### src/rtl/serial_sub_if.sv
// serial_sub_if: start/ready handshake, operands and result bus for serial_sub.
// The ovf signal exists only when SERIAL_SUB_OVF_EN is defined.
// Handshake: a/b/bin are taken on the rising edge where start=1 and ready=1.
// done is high for exactly one cycle when diff/bout (and ovf) hold a new result.
// A start while ready=0 is dropped, not queued.
interface serial_sub_if #(
   parameter int WIDTH = 8
);
   logic             start;
   logic [WIDTH-1:0] a;
   logic [WIDTH-1:0] b;
   logic             bin;
   logic             ready;
   logic             busy;
   logic             done;
   logic [WIDTH-1:0] diff;
   logic             bout;
`ifdef SERIAL_SUB_OVF_EN
   logic             ovf;
`endif
   // Debug view of the controller state (0=IDLE, 1=SHIFT, 2=DONE)
   logic [1:0]       dbg_state;

`ifdef SERIAL_SUB_OVF_EN
   modport master (output start, a, b, bin,
                   input  ready, busy, done, diff, bout, ovf, dbg_state);
   modport slave  (input  start, a, b, bin,
                   output ready, busy, done, diff, bout, ovf, dbg_state);
`else
   modport master (output start, a, b, bin,
                   input  ready, busy, done, diff, bout, dbg_state);
   modport slave  (input  start, a, b, bin,
                   output ready, busy, done, diff, bout, dbg_state);
`endif
endinterface

### src/rtl/serial_sub.sv
// serial_sub: bit-serial subtractor, diff = a - b - bin, one bit per clock,
// LSB first, through a single full-subtractor cell and a borrow flop.
// Optional feature macro: SERIAL_SUB_OVF_EN adds a signed-overflow flag (ovf).
module serial_sub #(
   parameter int WIDTH = 8
) (
   input  logic        clk,
   input  logic        rst,
   serial_sub_if.slave bus
);
   typedef enum logic [1:0] {
      IDLE  = 2'd0,
      SHIFT = 2'd1,
      DONE  = 2'd2
   } state_t;

   localparam int CW = (WIDTH > 1) ? $clog2(WIDTH) : 1;
   localparam logic [CW-1:0] LAST = CW'(WIDTH - 1);

   state_t           state;
   logic [WIDTH-1:0] sa;
   logic [WIDTH-1:0] sb;
   logic [WIDTH-1:0] sd;
   logic             br;
   logic [CW-1:0]    cnt;
   logic             ready_q;
   logic             busy_q;
   logic             done_q;
   logic [WIDTH-1:0] diff_q;
   logic             bout_q;
`ifdef SERIAL_SUB_OVF_EN
   logic             a_msb;
   logic             b_msb;
   logic             ovf_q;
`endif

   logic             d_bit;
   logic             br_next;
   logic [WIDTH-1:0] sd_next;

   // Full-subtractor cell on the current LSBs; new bit enters the top of sd
   assign d_bit   = sa[0] ^ sb[0] ^ br;
   assign br_next = (~sa[0] & sb[0]) | (~(sa[0] ^ sb[0]) & br);
   assign sd_next = (sd >> 1) | ({{(WIDTH-1){1'b0}}, d_bit} << (WIDTH - 1));

   // Controller, datapath and registered outputs; diff/bout only move on completion
   always_ff @(posedge clk) begin
      if (rst) begin
         state   <= IDLE;
         sa      <= '0;
         sb      <= '0;
         sd      <= '0;
         br      <= 1'b0;
         cnt     <= '0;
         ready_q <= 1'b1;
         busy_q  <= 1'b0;
         done_q  <= 1'b0;
         diff_q  <= '0;
         bout_q  <= 1'b0;
`ifdef SERIAL_SUB_OVF_EN
         a_msb   <= 1'b0;
         b_msb   <= 1'b0;
         ovf_q   <= 1'b0;
`endif
      end else begin
         case (state)
            IDLE: begin
               if (bus.start) begin
                  sa      <= bus.a;
                  sb      <= bus.b;
                  sd      <= '0;
                  br      <= bus.bin;
                  cnt     <= '0;
                  ready_q <= 1'b0;
                  busy_q  <= 1'b1;
`ifdef SERIAL_SUB_OVF_EN
                  a_msb   <= bus.a[WIDTH-1];
                  b_msb   <= bus.b[WIDTH-1];
`endif
                  state   <= SHIFT;
               end
            end
            SHIFT: begin
               sa  <= sa >> 1;
               sb  <= sb >> 1;
               sd  <= sd_next;
               br  <= br_next;
               cnt <= cnt + 1'b1;
               if (cnt == LAST) begin
                  diff_q <= sd_next;
                  bout_q <= br_next;
`ifdef SERIAL_SUB_OVF_EN
                  ovf_q  <= (a_msb != b_msb) & (d_bit != a_msb);
`endif
                  busy_q <= 1'b0;
                  done_q <= 1'b1;
                  state  <= DONE;
               end
            end
            DONE: begin
               done_q  <= 1'b0;
               ready_q <= 1'b1;
               state   <= IDLE;
            end
            default: begin
               state   <= IDLE;
               ready_q <= 1'b1;
               busy_q  <= 1'b0;
               done_q  <= 1'b0;
            end
         endcase
      end
   end

   assign bus.ready     = ready_q;
   assign bus.busy      = busy_q;
   assign bus.done      = done_q;
   assign bus.diff      = diff_q;
   assign bus.bout      = bout_q;
   assign bus.dbg_state = state;
`ifdef SERIAL_SUB_OVF_EN
   assign bus.ovf       = ovf_q;
`endif
endmodule

### src/flat_wrapper.sv
// flat-port wrapper written by rule: the top's interface ports become plain ports
module serial_sub_flat 
#(
   parameter int WIDTH = 8
)
  (clk, rst, bus_start, bus_a, bus_b, bus_bin, bus_ready, bus_busy, bus_done, bus_diff, bus_bout, bus_dbg_state);
  serial_sub_if #(.WIDTH(WIDTH)) bus_i ();
  input  logic clk;
  input  logic rst;
  input wire logic [$bits(bus_i.start)-1:0] bus_start;
  input wire logic [$bits(bus_i.a)-1:0] bus_a;
  input wire logic [$bits(bus_i.b)-1:0] bus_b;
  input wire logic [$bits(bus_i.bin)-1:0] bus_bin;
  output wire logic [$bits(bus_i.ready)-1:0] bus_ready;
  output wire logic [$bits(bus_i.busy)-1:0] bus_busy;
  output wire logic [$bits(bus_i.done)-1:0] bus_done;
  output wire logic [$bits(bus_i.diff)-1:0] bus_diff;
  output wire logic [$bits(bus_i.bout)-1:0] bus_bout;
  output wire logic [$bits(bus_i.dbg_state)-1:0] bus_dbg_state;
  assign bus_i.start = bus_start;
  assign bus_i.a = bus_a;
  assign bus_i.b = bus_b;
  assign bus_i.bin = bus_bin;
  assign bus_ready = bus_i.ready;
  assign bus_busy = bus_i.busy;
  assign bus_done = bus_i.done;
  assign bus_diff = bus_i.diff;
  assign bus_bout = bus_i.bout;
  assign bus_dbg_state = bus_i.dbg_state;
  serial_sub #(.WIDTH(WIDTH)) u_core (.clk(clk), .rst(rst), .bus(bus_i));
endmodule
### config.mk
export PLATFORM = sky130hd
export DESIGN_NAME = serial_sub_flat
export DESIGN_NICKNAME = d
export VERILOG_FILES = /design/src/rtl/serial_sub_if.sv /design/src/rtl/serial_sub.sv /design/src/flat_wrapper.sv
export SDC_FILE = /design/constraint.sdc
export NUM_CORES = 1
export LEC_CHECK = 0
export BUFFER_PORTS_ARGS = -buffer_cell sky130_fd_sc_hd__buf_2
export CAP_MARGIN = 20
export CORE_MARGIN = 2
export CORE_UTILIZATION = 53
export CTS_BUF_LIST = sky130_fd_sc_hd__clkbuf_16
export DETAILED_ROUTE_END_ITERATION = 12
export PLACE_DENSITY = 0.77
export SETUP_SLACK_MARGIN = 0.02
export SKIP_LAST_GASP = 1
export SYNTH_ARGS = -nofsm -noshare
export SYNTH_HDL_FRONTEND = slang
export SYNTH_SLANG_ARGS = --single-unit
### constraint.sdc
create_clock -name clk -period 1.77 [get_ports clk]
set_clock_uncertainty 0.05 [all_clocks]
set_input_delay 0.177 -clock clk [delete_from_list [all_inputs] [get_ports clk]]
set_output_delay 0.177 -clock clk [all_outputs]
set_load 0.1 [all_outputs]
# [Word-level counts from Yosys, hierarchy flattened]
# Cells that the tools add are included.
[totals] regBits=42 out_inout_bits=14 wordCells=56
[classes] n_addsub=1 eq_ne=5 n_mux=20 bitwise_logic=11 n_reduce_logical=8
[op_table] cell="one-hot mux 8 bit (2 select lines)" count=3
[op_table] cell="2-to-1 mux 8 bit" count=3
[op_table] cell="AND reduction 2 bit" count=5
[op_table] cell="bitwise OR 7 x 8 -> 8 bit" count=1
[op_table] cell="one-hot mux 1 bit (2 select lines)" count=3
[op_table] cell="one-hot mux 3 bit (2 select lines)" count=1
[op_table] cell="2-to-1 mux 1 bit" count=5
[op_table] cell="NOT 1 bit" count=5
[op_table] cell="2-to-1 mux 2 bit" count=2
[op_table] cell="one-hot mux 2 bit (2 select lines)" count=1
[op_table] cell="adder 3 x 1 -> 3 bit (second input constant)" count=1
[op_table] cell="== test 3 bit (second input constant)" count=1
[op_table] cell="2-to-1 mux 3 bit" count=1
[op_table] cell="one-hot mux 1 bit (3 select lines)" count=1
[op_table] cell="AND reduction 3 bit" count=1
[op_table] cell="AND 1 bit" count=2
[op_table] cell="== test 2 x 1 -> 1 bit (second input constant)" count=1
[op_table] cell="== test 2 bit (second input constant)" count=1
[op_table] cell="logical NOT 2 bit" count=1
[op_table] cell="!= test 2 x 1 -> 1 bit (second input constant)" count=1
[op_table] cell="!= test 2 bit (second input constant)" count=1
[op_table] cell="nonzero test 2 bit" count=1
[op_table] cell="XOR 1 bit" count=2
[op_table] cell="bitwise OR 1 bit" count=1

# [Depth between registers and ports, before layout]
# Gate-level depths: netlist of run 1.
[depth] word_depth=5 ltp_mapped=6

# [Least setup slack after synthesis of run 1]
# OpenSTA, ideal clock, no wires.
[synth_timing] path_kind="reg-to-reg" startpoint="register u_core.state[1] (netlist: u_core.bus.dbg_state[1])" endpoint="register u_core.sb[3]" setup_time_ns=0.103 arrival_time_ns=1.799 required_ns=1.617 path_slack_ns=-0.183 path_stages_with_launch=5 path_cell_list="dfxtp_1 > buf_2 > nand2b_1 > nor2_1 > a2111oi_2"
[synth_between] elab_chain_cells=3 elab_cells_between_ends=6
[synth_lines] element="from (decl)" line="serial_sub.sv:20" rtl="state_t state;"
[synth_lines] element="from (signal assigned)" line="serial_sub.sv:49" rtl="state <= IDLE;"
[synth_lines] element="from (signal assigned)" line="serial_sub.sv:80" rtl="state <= SHIFT;"
[synth_lines] element="from (signal assigned)" line="serial_sub.sv:97" rtl="state <= DONE;"
[synth_lines] element="== test 2 x 1 -> 1 bit or logical NOT 2 bit (tied branches)" line="serial_sub.sv:66" rtl="case (state)"
[synth_lines] element="nonzero test 2 bit (no source line) or != test 2 bit (tied branches)"
[synth_lines] element="AND reduction 2 bit (no source line)"
[synth_lines] element="to (signal assigned)" line="serial_sub.sv:70" rtl="sb <= bus.b;"
[synth_lines] element="to (signal assigned)" line="serial_sub.sv:85" rtl="sb <= sb >> 1;"
[synth_lines] element="to (decl)" line="serial_sub.sv:22" rtl="logic [WIDTH-1:0] sb;"
# Parallel ways exist; a longest one is shown, timed or not.
# A chain may end at the register's enable or synchronous reset.

# [Worst setup path after layout of run 1]
[layout_timing] startpoint="register u_core.cnt[0]" endpoint="register u_core.bout_q (netlist: u_core.bus.bout)"
[layout_between] elab_chain_cells=2
[layout_lines] element="from (decl)" line="serial_sub.sv:25" rtl="logic [CW-1:0] cnt;"
[layout_lines] element="from (signal assigned)" line="serial_sub.sv:88" rtl="cnt <= cnt + 1'b1;"
[layout_lines] element="== test 3 bit" line="serial_sub.sv:89" rtl="if (cnt == LAST) begin"
[layout_lines] element="AND reduction 2 bit (no source line)"
[layout_lines] element="to (signal assigned)" line="serial_sub.sv:91" rtl="bout_q <= br_next;"
[layout_lines] element="to (decl)" line="serial_sub.sv:30" rtl="logic bout_q;"
# Every way passes these cells.

==> impl_results.md, run 1 <==
- Uppermost layer routed: met4
- All-layer global routing usage: 20.2%
- Total nets after synthesis: roughly 200
- Gate Count Post-Synth: 179
- Placed cells: between 200 and 250
- Vert. Die Dim: 61.1 microns
- Number of vias after detailed routing: ~1300
- Routed wl met3: 181 microns
- WL final: 3.32 mm
- DP Wirelength: 2.35 mm
- Root buffer selected by CTS: sky130_fd_sc_hd__clkbuf_16
- TritonCTS clock tree: yes
- FMAX: 653 MHz
- Largest buffer count on any clock path: 2
- Kind of start point of the critical path: flop
- Sw Pwr: 0.553 mW
- Detailed-route wire length on metal 1: 1.46 mm
- Net switching share of the total power: 24.1%
- DRC viols: 0
- Power per cell area: 1100 nW/um^2
- Critical Path End Type: flop
- Routed length on met2: 1.64 mm
- Fraction of final layout cells with drive strength greater than 1: approximately 28%
- Antenna Violating Nets Remaining: 0
- Wire length of the first global-routing pass: 5.46 mm
- Synthesis-to-finish area growth: 20.2%
- Classification of the worst-slack hold path: input port to flop
- Clock network power share: 43.9%
- Post-synth design cell area: 1730 sq um
- Reg-to-reg critical path startpoint: u_core.cnt[0]
- Synthesis Warnings: 0
- TNS Setup: 0 ns
- Hold violation total from the final report: 0
- Depth of the most critical reg-to-reg path: 5
- Clock slew at the register clock pins of the worst setup and hold paths: roughly 0.06 ns
- Final setup margin: 0.238 ns
- Min-Delay Startpoint: bus_b[6]
- Final-report max-slew violation count: 0
- Clock latency of the later-clocked register in the worst-skew pair: 0.28 ns
- Pleak: 0.874 nW
- Worst setup timing slack at the placement stage: approximately 0.23 ns
- Cell Rows: 20
- Avg Inst Size Synth: just under 10 sq um
- Largest fanout on the critical path: 10
- Post-placement cell area: 1910 sq um
- GRT Residual Overflow: 0
- Cell internal pwr: 1.74 mW
- Maximum number of pins on one net before global-route repair: 32
- Top-level I/O count: 34
- Die span in x: 61.1 microns
- Initial core utilization: 56.2%
- Netlist cell types: 27
- Fin nets: 234
- Total power: 2.29 mW
- R2R setup slack: 0.24 ns
- Final cell count without fillers: 256
- Global placer's final weighted congestion: 0.739
- Setup repair after global routing missed its margin: no
- Share of the cycle needed by the critical path after routing: 86.5%
- Standard cell core area: ~3100 sq um
- Number of endpoints failing setup at the final stage: 0
- # H-tree levels: 2
- Share of power burned in registers: 43.9%
- Sequential element share of the synthesized area: 47.4%
- Actual transition at the worst max-transition pin: 0.572 ns
- Input/output buffers: 33
- Relative slew slack: 61.9%
- Critical path data required time: 1.91 ns
- Clock sink total: 41
- Synth Register Bits: 41
- Sink of the worst hold path: u_core.sb[6]
- Startpoint-to-endpoint class of the critical path: flop to flop
- Maximum vdd ir drop: 767 uV
- TritonCTS Buffers: 5
- Post_cts resized: 0
- Hold buffer count at CTS: 0
- Data arrival time of the critical path: 1.67 ns
- Area of the die: 3740 sq um
- Min Tclk post-route: 1.53 ns
- Total inserted antenna cells: 0
- Number of cells on the worst hold path: 3
- Capturing point of the worst reg2reg path: u_core.bus.bout
- Number of max-cap violations: 0
- Vias in the first global route: ~1200
- Average wire per standard cell: 13.0 microns
- Drt pass-1 iters: 4
- Number of DRC violations after detailed-routing iteration 0: 53
- Outcome: finished clean
- Count of buffers added by post-CTS timing repair for setup: 0
- Post-route cell area: between 2000 and 2500 sq um
- Combinational power share: 12.2%
- Antenna violations before repair: 0
- Vias per std cell: about 5.3
placed cells by master, fill, tap and decap left out, drive strengths merged, types with 3 or more instances in the layout:
cell and count:
a211oi 14, nand3b 3, dfxtp 41, a21oi 12
nor2 32, a22oi 9, nand2b 4, nand2 16
inv 7, clkbuf 5, a2111oi 4, mux2i 11
buf 37
metrics by stage:
| step | util (%) | hold slack [ns] |
|---|---|---|
| after global placement | 62.2 | 0.389 |
| final | 67.6 | 0.107 |
| after floorplan | - | 0.203 |
| after CTS | 67.6 | 0.103 |
| after global routing | 67.6 | 0.118 |
| after detailed placement | 62.2 | 0.395 |
routing by layer:
layer  up-vias  GRT usage [%]
li1        683              -
met1       628           24.2
met2        32           34.2
met3         4           6.30
met4         0           7.45
met5         -              0
flip-flops by register name (all words and copies together) (netlist names), 2 cells and up:
register,cells
u_core.cnt,3
u_core.bus.dbg_state,2
u_core.sd,7
u_core.bus.diff,8
u_core.sb,8
u_core.sa,8
synth_stat cells (all sizes together):
cell type   n  share of area (%)
o21ai       2               0.58
o21ba       1               0.58
mux2i      11                6.4
o21bai      2                1.1
nand2b      4                1.4
or3b        1               0.51
a211oi     14                8.4
nor2       32                6.9
clkbuf      4               0.87
a211o       1               0.51
inv         7                1.5
and3b       1               0.51
dfxtp      41                 47
nand2      16                3.5
a21oi      12                3.5
buf         8                3.9
and2b       1               0.43
a22oi       9                3.9
ha          2                1.4
nor2b       2               0.72
a2111oi     4                3.5
nand3b      3                1.3
fa          1                1.2
area by class of cell:
cell class                      count  area, sq um
Tap cell                           44         55.1
Timing Repair Buffer               37          208
Sequential cell                    41          823
Fill cell                         257          998
Clock buffer                        5          125
Multi-Input combinational cell    119          801
Inverter                            7         26.3
Clock inverter                      3         41.3
cell families (layout without fill, tap and decap cells):
kind of cell	after synthesis	in the layout	synth area share [%]
flip-flops	41	41	47.4
AO/OA/AOI/OAI	45	45	22.0
buffers and inverters	19	52	6.29
multiplexers	11	11	6.36
adder cells (fa/ha/maj)	3	3	2.60
AND/OR/NAND/NOR	60	60	15.3
worst max path at each step:
stage | from | endpoint | slack, ns | cells past startpoint
after floorplan | u_core.bus.dbg_state[1] | u_core.sb[3] | 0.18 | 4
after global placement | u_core.cnt[0] | u_core.bus.bout | 0.36 | 5
after detailed placement | u_core.cnt[0] | u_core.bus.bout | 0.23 | 5
after CTS | u_core.cnt[0] | u_core.bus.bout | 0.23 | 5
after global routing | u_core.cnt[0] | u_core.bus.bout | 0.12 | 5
final | u_core.cnt[0] | u_core.bus.bout | 0.24 | 5
critical path, stage by stage (launching register included):
cell and delay, ns:
sky130_fd_sc_hd__dfxtp_1 0.37, sky130_fd_sc_hd__ha_1 0.16, sky130_fd_sc_hd__ha_1 0.18, sky130_fd_sc_hd__and3b_1 0.37
sky130_fd_sc_hd__nor2_1 0.08, sky130_fd_sc_hd__a211oi_1 0.22
power groups by stage:
stage | Combinational (mW) | Sequential (mW) | Clock, mW
2_1_floorplan | 0.186 | 1.06 | 0
3_3_place_gp | 0.267 | 1.02 | 0
3_5_place_dp | 0.282 | 1.03 | 0
4_1_cts | 0.282 | 1.01 | 1.03
5_1_grt | 0.304 | 1.01 | 1.06
6_report | 0.279 | 1.01 | 1.01
No activity file was read; power rests on OpenSTA's default activity.
==> run 2: changes to the inputs <==
--- a/config.mk
+++ b/config.mk
@@ -7,11 +7,13 @@
 export LEC_CHECK = 0
 export BUFFER_PORTS_ARGS = -buffer_cell sky130_fd_sc_hd__buf_2
 export CAP_MARGIN = 20
+export CELL_PAD_IN_SITES_DETAIL_PLACEMENT = 2
+export CELL_PAD_IN_SITES_GLOBAL_PLACEMENT = 2
 export CORE_MARGIN = 2
-export CORE_UTILIZATION = 53
+export CORE_UTILIZATION = 33
 export CTS_BUF_LIST = sky130_fd_sc_hd__clkbuf_16
 export DETAILED_ROUTE_END_ITERATION = 12
-export PLACE_DENSITY = 0.77
+export PLACE_DENSITY_LB_ADDON = 0.1
 export SETUP_SLACK_MARGIN = 0.02
 export SKIP_LAST_GASP = 1
 export SYNTH_ARGS = -nofsm -noshare
==> run 2 against run 1 <==
  * Sequential share of layout area decreased by 1.1 points
  * Combinational power up 3%
  * Count of clock-buffer cells in the layout did not move
  * Routed wire length rose by 28%
  * Setup slack got worse by 0.0083 ns
  * Non-clock buffer count unchanged
  * Total power is 7.2% higher
  * First-iteration DRC count up 7.5%
==> impl_results.md, run 2 (synthesized netlist as in run 1, its figures left out) <==
- Number of max-cap violations: 0
- Critical path data required time: 1.91 ns
- Combined buffer and inverter count along the critical path: 0
- Vias in the first global route: 1535
- Total inserted antenna cells: 0
- Wire length of the first global-routing pass: 7.45 mm
- Clock slew at the register clock pins of the worst setup and hold paths: approximately 0.06 ns
- Largest buffer count on any clock path: 2
- Number of DRC violations after detailed-routing iteration 0: 57
- Die span in x: 76.4 microns
- Number of vias after detailed routing: 1372
- Setup repair after global routing missed its margin: no
- Global placer's final weighted congestion: 0.671
- Kind of cell adding the most delay to the critical path: simple AND/OR/NAND/NOR gates
- Total power: roughly 2.5 mW
- Outcome: finished clean
- Fin nets: roughly 230
- All-layer global routing usage: 15.9%
- Cells along the critical path: ha_1 > ha_1 > and3b_2 > nor2_1 > a211oi_1
- Vert. Die Dim: ~76 microns
- Top-level I/O count: 34
- Net switching share of the total power: 23.3%
- Hold violation total from the final report: 0
- Hold buffer count at CTS: 0
- Average wire per standard cell: 15.1 microns
- Relative slew slack: 67.1%
- Highest-count cells in the layout ignoring fill and taps: sky130_fd_sc_hd__dfxtp_1, sky130_fd_sc_hd__buf_2, sky130_fd_sc_hd__nor2_1
- DP Wirelength: 3.09 mm
- Clock latency of the later-clocked register in the worst-skew pair: 0.28 ns
- Input/output buffers: 33
- Post_cts resized: 0
- # H-tree levels: 2
- Maximum vdd ir drop: 437 uV
- Data arrival time of the critical path: 1.68 ns
- Synthesis-to-finish area growth: 23.5%
- FMAX: 649 MHz
- Classification of the worst-slack hold path: input port to flop
- TritonCTS Buffers: 5
- Vias per std cell: 4.87
- Antenna violations before repair: 0
- Antenna Violating Nets Remaining: 0
- Cell internal pwr: 1.89 mW
- Fraction of final layout cells with drive strength greater than 1: 28.8%
- Cell Rows: 26
- Clock sink total: 41
- Combinational power share: 11.7%
- TritonCTS clock tree: yes
- Critical Path End Type: flop
- Kind of start point of the critical path: flop
- Number of endpoints failing setup at the final stage: 0
- Root buffer selected by CTS: sky130_fd_sc_hd__clkbuf_16
- Largest fanout on the critical path: 10
- Actual transition at the worst max-transition pin: 0.496 ns
- GRT Residual Overflow: 0
- Cell at the slowest stage of the critical path: sky130_fd_sc_hd__dfxtp_1
- Area of the die: 5840 sq um
- Startpoint-to-endpoint class of the critical path: flop to flop
- Initial core utilization: around a third
- Leading cell type in the layout, fill and taps excluded: sky130_fd_sc_hd__dfxtp_1
- Share of the cycle needed by the critical path after routing: between 80% and 90%
- Pleak: 0.889 nW
- Most prevalent standard cell on the critical path: sky130_fd_sc_hd__ha_1
- Standard cell core area: 5070 sq um
- TNS Setup: 0 ns
- DRC viols: 0
- Share of power burned in registers: approximately two fifths
- WL final: 4.25 mm
- Min Tclk post-route: about 1.5 ns
- Count of buffers added by post-CTS timing repair for setup: 0
- Max stage delay on crit path: 0.37 ns
- Final-report max-slew violation count: 0
- Clock network power share: 47.5%
- Maximum number of pins on one net before global-route repair: 27
- Sw Pwr: 0.574 mW
- Drt pass-1 iters: 3
- Power per cell area: 1150 nW/um^2
## run 2: cell count changes in the layout (fill, tap and decap cells not counted), sizes merged
cell and delta:
bufinv +1, clkinvlp -1
## run 2: layout make-up
type	instances	area, sq um
clock buffers	5	125
repair buffers	37	208
clock inverters	3	65.1
fillers	581	2940
multi-input cells	119	802
inverters	7	26.3
well taps	70	87.6
flip-flops and latches	41	823
## run 2: layer usage
layer | vias to the layer above | track usage, % | part of all wire, %
li1 | 686 | - | -
met1 | 654 | 19.5 | 45
met2 | 26 | 27.7 | 50
met3 | 6 | 3.20 | 3.6
met4 | 0 | 5.45 | 1.3
met5 | - | 0 | 0
## run 2: power by group through the flow
stage                     Clock (mW)  Combinational, mW  Sequential, mW
after global routing            1.24              0.319            1.01
after floorplan                    0              0.186            1.06
after detailed placement           0              0.292            1.03
after CTS                       1.20              0.294            1.01
after global placement             0              0.274            1.02
final                           1.17              0.287            1.01
## run 2: per-stage QoR
step,cell area (sq um),std cells,setup slack (ns),utilization [%],hold slack (ns)
final,2140,282,0.230,42.1,0.106
after global routing,2140,282,0.0714,42.1,0.120
after CTS,2140,282,0.0678,42.1,0.106
after detailed placement,1950,274,0.243,38.3,0.402
after global placement,1950,274,0.341,38.3,0.390
after floorplan,1730,179,0.179,-,0.203
## run 2: path summary, 6_finish.rpt
check | startpoint | end | slack (ns) | cells past startpoint
min | bus_b[5] | u_core.sb[5] | 0.11 | 3
max | u_core.cnt[0] | u_core.bus.bout | 0.23 | 5
min reg2reg | u_core.bus.diff[0] | u_core.bus.diff[0] | 0.41 | 2
max reg2reg | u_core.cnt[0] | u_core.bus.bout | 0.23 | 5
## run 2: worst register-to-register path: stages (launching register included)
cell and delay (ns):
sky130_fd_sc_hd__dfxtp_1 0.37, sky130_fd_sc_hd__ha_1 0.19, sky130_fd_sc_hd__ha_1 0.20, sky130_fd_sc_hd__and3b_2 0.33, sky130_fd_sc_hd__nor2_1 0.08, sky130_fd_sc_hd__a211oi_1 0.24
